`src/rtl/jtframe_6809_romfetch_if.sv`:
```
// SDRAM slot handshake between the 6809 ROM fetch bridge and the arbiter.
// The master modport is the fetch bridge. The slave modport is the arbiter slot.
interface jtframe_6809_romfetch_if #(
  parameter int AW = 16
);
  logic [AW-3:0] sdram_addr;
  logic          sdram_req;
  logic          sdram_ack;
  logic          data_rdy;
  logic [31:0]   din;

  modport master (
    output sdram_addr,
    output sdram_req,
    input  sdram_ack,
    input  data_rdy,
    input  din
  );

  modport slave (
    input  sdram_addr,
    input  sdram_req,
    output sdram_ack,
    output data_rdy,
    output din
  );
endinterface

```
`src/rtl/jtframe_6809_romfetch.sv`:
```
// ROM fetch bridge for the 6809: turns CPU byte reads into 32-bit SDRAM word
// requests, backed by a 2-line x 4-byte cache with a single toggling victim.
module jtframe_6809_romfetch #(
  parameter int AW = 16,
  parameter int DW = 8,
  parameter int SW = 32
) (
  input  logic                          clk,
  input  logic                          rst,
  input  logic [AW-1:0]                 addr,
  input  logic                          addr_ok,
  input  logic                          flush,
  output logic [DW-1:0]                 dout,
  output logic                          data_ok,
  jtframe_6809_romfetch_if.master       sdram
);

  localparam logic [1:0] IDLE = 2'd0;
  localparam logic [1:0] REQ  = 2'd1;
  localparam logic [1:0] WAIT = 2'd2;

  logic [1:0]    state;
  logic [AW-3:0] tag [2];
  logic [SW-1:0] data [2];
  logic [1:0]    valid;
  logic          victim;
  logic [AW-3:0] req_tag;
  logic          req;
  logic          flushed;   // a flush landed while the current fetch was in flight

  logic [AW-3:0] addr_tag;
  logic [1:0]    hit;
  logic          fill;
  logic [SW-1:0] line;

  assign addr_tag = addr[AW-1:2];
  assign hit[0]   = valid[0] && (tag[0] == addr_tag);
  assign hit[1]   = valid[1] && (tag[1] == addr_tag);
  assign data_ok  = addr_ok && (hit != 2'b00) && !flush;

  // data_rdy together with the ack skips WAIT and fills straight away
  assign fill = ((state == REQ) && sdram.sdram_ack && sdram.data_rdy) ||
                ((state == WAIT) && sdram.data_rdy);

  assign sdram.sdram_addr = req_tag;
  assign sdram.sdram_req  = req;

  // Byte select from the hitting line, line 0 taking priority
  always_comb begin
    line = hit[0] ? data[0] : data[1];
    dout = line[{addr[1:0], 3'b000} +: DW];
  end

  // Line data storage, no reset needed since valid bits gate its use
  always_ff @(posedge clk) begin
    if (fill && !rst) begin
      data[victim] <= sdram.din;
    end
  end

  // Fetch FSM, tags, valid bits and victim pointer
  always_ff @(posedge clk) begin
    if (rst) begin
      state   <= IDLE;
      valid   <= '0;
      victim  <= 1'b0;
      req_tag <= '0;
      req     <= 1'b0;
      flushed <= 1'b0;
    end else begin
      if (fill) begin
        tag[victim]   <= req_tag;
        valid[victim] <= !(flush || flushed);
        victim        <= !victim;
      end
      // Whole-vector clear placed last so flush beats a same-cycle fill
      if (flush) begin
        valid <= '0;
      end
      case (state)
        IDLE: begin
          if (addr_ok && (hit == 2'b00) && !flush) begin
            req_tag <= addr_tag;
            req     <= 1'b1;
            flushed <= 1'b0;
            state   <= REQ;
          end
        end
        REQ: begin
          if (flush) begin
            flushed <= 1'b1;
          end
          if (sdram.sdram_ack) begin
            req   <= 1'b0;
            state <= sdram.data_rdy ? IDLE : WAIT;
          end
        end
        WAIT: begin
          if (flush) begin
            flushed <= 1'b1;
          end
          if (sdram.data_rdy) begin
            state <= IDLE;
          end
        end
        default: state <= IDLE;
      endcase
    end
  end

endmodule
```
`src/flat_wrapper.sv`:
```
// flat-port wrapper written by rule: the top's interface ports become plain ports
module jtframe_6809_romfetch_flat 
#(
  parameter int AW = 16,
  parameter int DW = 8,
  parameter int SW = 32
)
  (clk, rst, addr, addr_ok, flush, dout, data_ok, sdram_sdram_addr, sdram_sdram_req, sdram_sdram_ack, sdram_data_rdy, sdram_din);
  jtframe_6809_romfetch_if #(.AW(AW)) sdram_i ();
  input  logic clk;
  input  logic rst;
  input  logic [AW-1:0] addr;
  input  logic addr_ok;
  input  logic flush;
  output logic [DW-1:0] dout;
  output logic data_ok;
  output wire logic [$bits(sdram_i.sdram_addr)-1:0] sdram_sdram_addr;
  output wire logic [$bits(sdram_i.sdram_req)-1:0] sdram_sdram_req;
  input wire logic [$bits(sdram_i.sdram_ack)-1:0] sdram_sdram_ack;
  input wire logic [$bits(sdram_i.data_rdy)-1:0] sdram_data_rdy;
  input wire logic [$bits(sdram_i.din)-1:0] sdram_din;
  assign sdram_sdram_addr = sdram_i.sdram_addr;
  assign sdram_sdram_req = sdram_i.sdram_req;
  assign sdram_i.sdram_ack = sdram_sdram_ack;
  assign sdram_i.data_rdy = sdram_data_rdy;
  assign sdram_i.din = sdram_din;
  jtframe_6809_romfetch #(.AW(AW), .DW(DW), .SW(SW)) u_core (.clk(clk), .rst(rst), .addr(addr), .addr_ok(addr_ok), .flush(flush), .dout(dout), .data_ok(data_ok), .sdram(sdram_i));
endmodule
```
`config.mk`:
```
export PLATFORM = sky130hd
export DESIGN_NAME = jtframe_6809_romfetch_flat
export DESIGN_NICKNAME = d
export VERILOG_FILES = /design/src/rtl/jtframe_6809_romfetch_if.sv /design/src/rtl/jtframe_6809_romfetch.sv /design/src/flat_wrapper.sv
export SDC_FILE = /design/constraint.sdc
export NUM_CORES = 1
export LEC_CHECK = 0
export CORE_MARGIN = 2
export CORE_UTILIZATION = 57
export DETAILED_ROUTE_END_ITERATION = 6
export PLACE_DENSITY = 0.87
export SYNTH_ARGS = -nofsm -noshare
export SYNTH_HDL_FRONTEND = slang
export SYNTH_SLANG_ARGS = --single-unit
```
`constraint.sdc`:
```
create_clock -name clk -period 14.1 [get_ports clk]
set_clock_uncertainty 0.05 [all_clocks]
set_input_delay 3.525 -clock clk [delete_from_list [all_inputs] [get_ports clk]]
set_output_delay 3.525 -clock clk [all_outputs]
set_load 0.01 [all_outputs]
```
==> impl_results.md <==
* Status: completed
* Clock Power Share at 48.4%
* Design area at 6070 sq um
* Total CTS buffers at 17
* Fmax at 0.0987 GHz
* Synthesized area at 4600 sq um
* Ant diodes at 0
* Core area at 7770 sq um
* Sequential Power Share at 44.7%
* Post-synthesis xor/xnor area fraction at 5.52%
* Drt pass-1 iters at 4
* Critical Path Fanout Max at 8
* Clock latency at the later pin of the worst-skew pair at 500 ps
* Die Ht at 93.8 microns
* Worst Tran Pin Value at 967 ps
* Fraction of the yosys area taken by sequential cells at 69.2%
* Tot GR Track Use at 21.8%
* Final setup vio count at 0
* Leak Pwr at 2.13 nW
* Clk buf depth at 2
* Hold_buf cts at 0
* Int Power at 0.000663 W
* Routed WL per cell at 17.9 microns
* CTS Sinks at 113
* Max transition margin at 35.3%
* Final Slew Violations at 0
* Post-synth top cells: edfxtp_1, mux2i_1, xnor2_1
* Most common cell in the synthesized netlist: edfxtp_1
* Vias/cell at 5.38
* Fin Setup TNS at 0 ps
* PD cells at 136 nW/um^2
* Maxcap violations at 0
* # nets final at 432
* #FFs+latches synth at 113
* Worst Hold Depth at 0
* # resized after CTS at 0
* R2R cell count at 6
* Reg clk slew, reported paths at 50 ps
* HP Class: reg -> reg
* Critical path class: in -> out
* FP Rows at 32
* Post-DP Area at 5500 sq um
* Remaining antenna violation count at 0
* Syn Nets at 339
* Synth warn at 0
* I/O pins at 78
* Period utilization at 71.8%
* Peak VDD IR at 0.000103 V
* Initial DRC count at 118
* HPWL after DPL at 5.76 mm
* Crit path arrival time at 6560 ps
* Root Driver: clkbuf_8
* Largest net degree at the start of global routing at 33
* Req. time, crit path at 10520 ps
* Die area at 8810 sq um
* CTS tree: built
* CP Launch Type: input port
* Layout cells sized above 1 at 9.82%
* Main synth FF type: edfxtp_1
* Global-route wire length before repair at 13.7 mm
* Minimum clock period at 10130 ps
* Post-CTS Setup Inserts at 0
* Initial core utilization at 59.2%
* Mux share of post-synthesis cell area at 15.2%
* Comb pwr share at 6.9%
* Async SR Flop Fraction at 0%
* Port Buf Inserts at 77
* Post-synthesis simple-gate area fraction at 6.31%
* Mean Syn Cell Area at 16.3 sq um
* Synth cell types at 27
* EDFF count, synth at 92
* Final WL at 8.77 mm
* RSZ-0062 raised after global routing: false
* Synth Area in Adders at 0.816%
* Htree depth at 4
* Cells after Synth at 282
* Die W at 93.8 microns
* Antenna violations before repair at 0
* Complex-gate fraction of the synthesized area at 0.897%
* Via count at 2630
* Hold Violations, Final at 0
* Global route total overflow at 0
* Sw frac at 19.9%
* # DRC at 0
* Largest family of logic cells by synthesized area: multiplexers
* Vias in the first global route at 2793
* GP Congestion at 0.807
* Leading area contributor after synthesis: edfxtp_1
* Area contributors post-synth: edfxtp_1, mux2i_1, dfxtp_1, xnor2_1, mux4_1
* NetSw at 0.000165 W
* CP endpoint kind: output port
* Share of Yosys cell area claimed by the top area cell type at 60.0%
* Area Growth Syn to Fin at 31.9%
[path summary, 6_finish.rpt]
check                                                        startpoint                           end  slack [ps]
worst min register to register  u_core.sdram.sdram_addr[8]$_SDFFE_PP0P_    u_core.tag[0][8]$_DFFE_PP_         430
worst max register to register               u_core.tag[1][5]$_DFFE_PP_  u_core.state[0]$_SDFFE_PP0P_       11760
worst min-delay path            u_core.sdram.sdram_addr[8]$_SDFFE_PP0P_    u_core.tag[0][8]$_DFFE_PP_         430
worst max-delay path                                            addr[4]                       dout[0]        3970
[kinds of logic after synthesis]
group	count (synthesis)
AOI/OAI and AO/OA	7
xor gates and xnor gates	29
adders and majority gates	3
buffers and inverters	23
DFF	113
muxes	57
and+or+nand+nor	50
[per-stage QoR]
step	hold slack (ps)	util [%]	total power, W	cells	setup WS [ps]
floorplan	415	-	0.000402	282	5420
global placement	408	70.9	0.000431	458	3990
detailed placement	416	70.9	0.000433	458	3940
CTS	433	78.1	0.000833	489	3920
global route	450	78.1	0.000854	489	3820
finish	432	78.1	0.000827	489	3970
[state kept, by name, summed over array words and instances, names as in the netlist]
| register | cells |
|---|---|
| u_core.data | 64 |
| u_core.state | 2 |
| u_core.valid | 2 |
| u_core.sdram.sdram_addr | 14 |
| u_core.flushed | 1 |
| u_core.sdram.sdram_req | 1 |
| u_core.victim | 1 |
| u_core.tag | 28 |
[routing by layer]
| layer | vias to the layer above | global-route usage (%) | part of all wire, % |
|---|---|---|---|
| li1 | 1257 | - | - |
| met1 | 1273 | 24.4 | 40 |
| met2 | 92 | 38.2 | 54 |
| met3 | 8 | 7.54 | 5.2 |
| met4 | 0 | 8.70 | 1.2 |
| met5 | - | 0 | 0 |
[cells in the final DEF (no fill, tap or decap), types with 2 or more instances in the layout]
| cell type | count |
|---|---|
| a21oi_1 | 2 |
| buf_4 | 5 |
| bufinv_16 | 3 |
| clkbuf_16 | 16 |
| clkdlybuf4s50_1 | 76 |
| clkinv_1 | 3 |
| clkinv_2 | 4 |
| clkinvlp_4 | 2 |
| dfxtp_1 | 21 |
| edfxtp_1 | 92 |
| ha_1 | 3 |
| inv_1 | 15 |
| mux2i_1 | 49 |
| mux4_1 | 8 |
| nand2b_1 | 4 |
| nand3_1 | 4 |
| nand4_1 | 9 |
| nor2_1 | 20 |
| nor3_1 | 2 |
| nor3_2 | 2 |
| nor4_4 | 2 |
| o21ai_0 | 2 |
| or3_1 | 3 |
| xnor2_1 | 29 |
[cell type report]
class | count | area, sq um
Sequential cell | 113 | 3180
Fill cell | 445 | 1700
Clock inverter | 13 | 145
Tap cell | 102 | 128
Clock buffer | 18 | 418
Timing Repair Buffer | 82 | 803
Multi-Input combinational cell | 146 | 1330
Inverter | 15 | 56.3
[power groups by stage]
stage               Combinational (W)  Sequential (W)  Clock (W)
floorplan                   0.0000249        0.000377          0
global placement            0.0000552        0.000376          0
detailed placement          0.0000569        0.000377          0
CTS                         0.0000577        0.000370   0.000406
global route                0.0000616        0.000371   0.000422
finish                      0.0000570        0.000370   0.000400
[worst max-delay path, cell delays in order]
cell	delay, ps
clkdlybuf4s50_1	470
xnor2_1	310
nand4_1	200
nor4_4	780
mux4_1	670
inv_1	70
clkdlybuf4s50_1	520
Note: power is estimated with default switching activity, not from simulation.
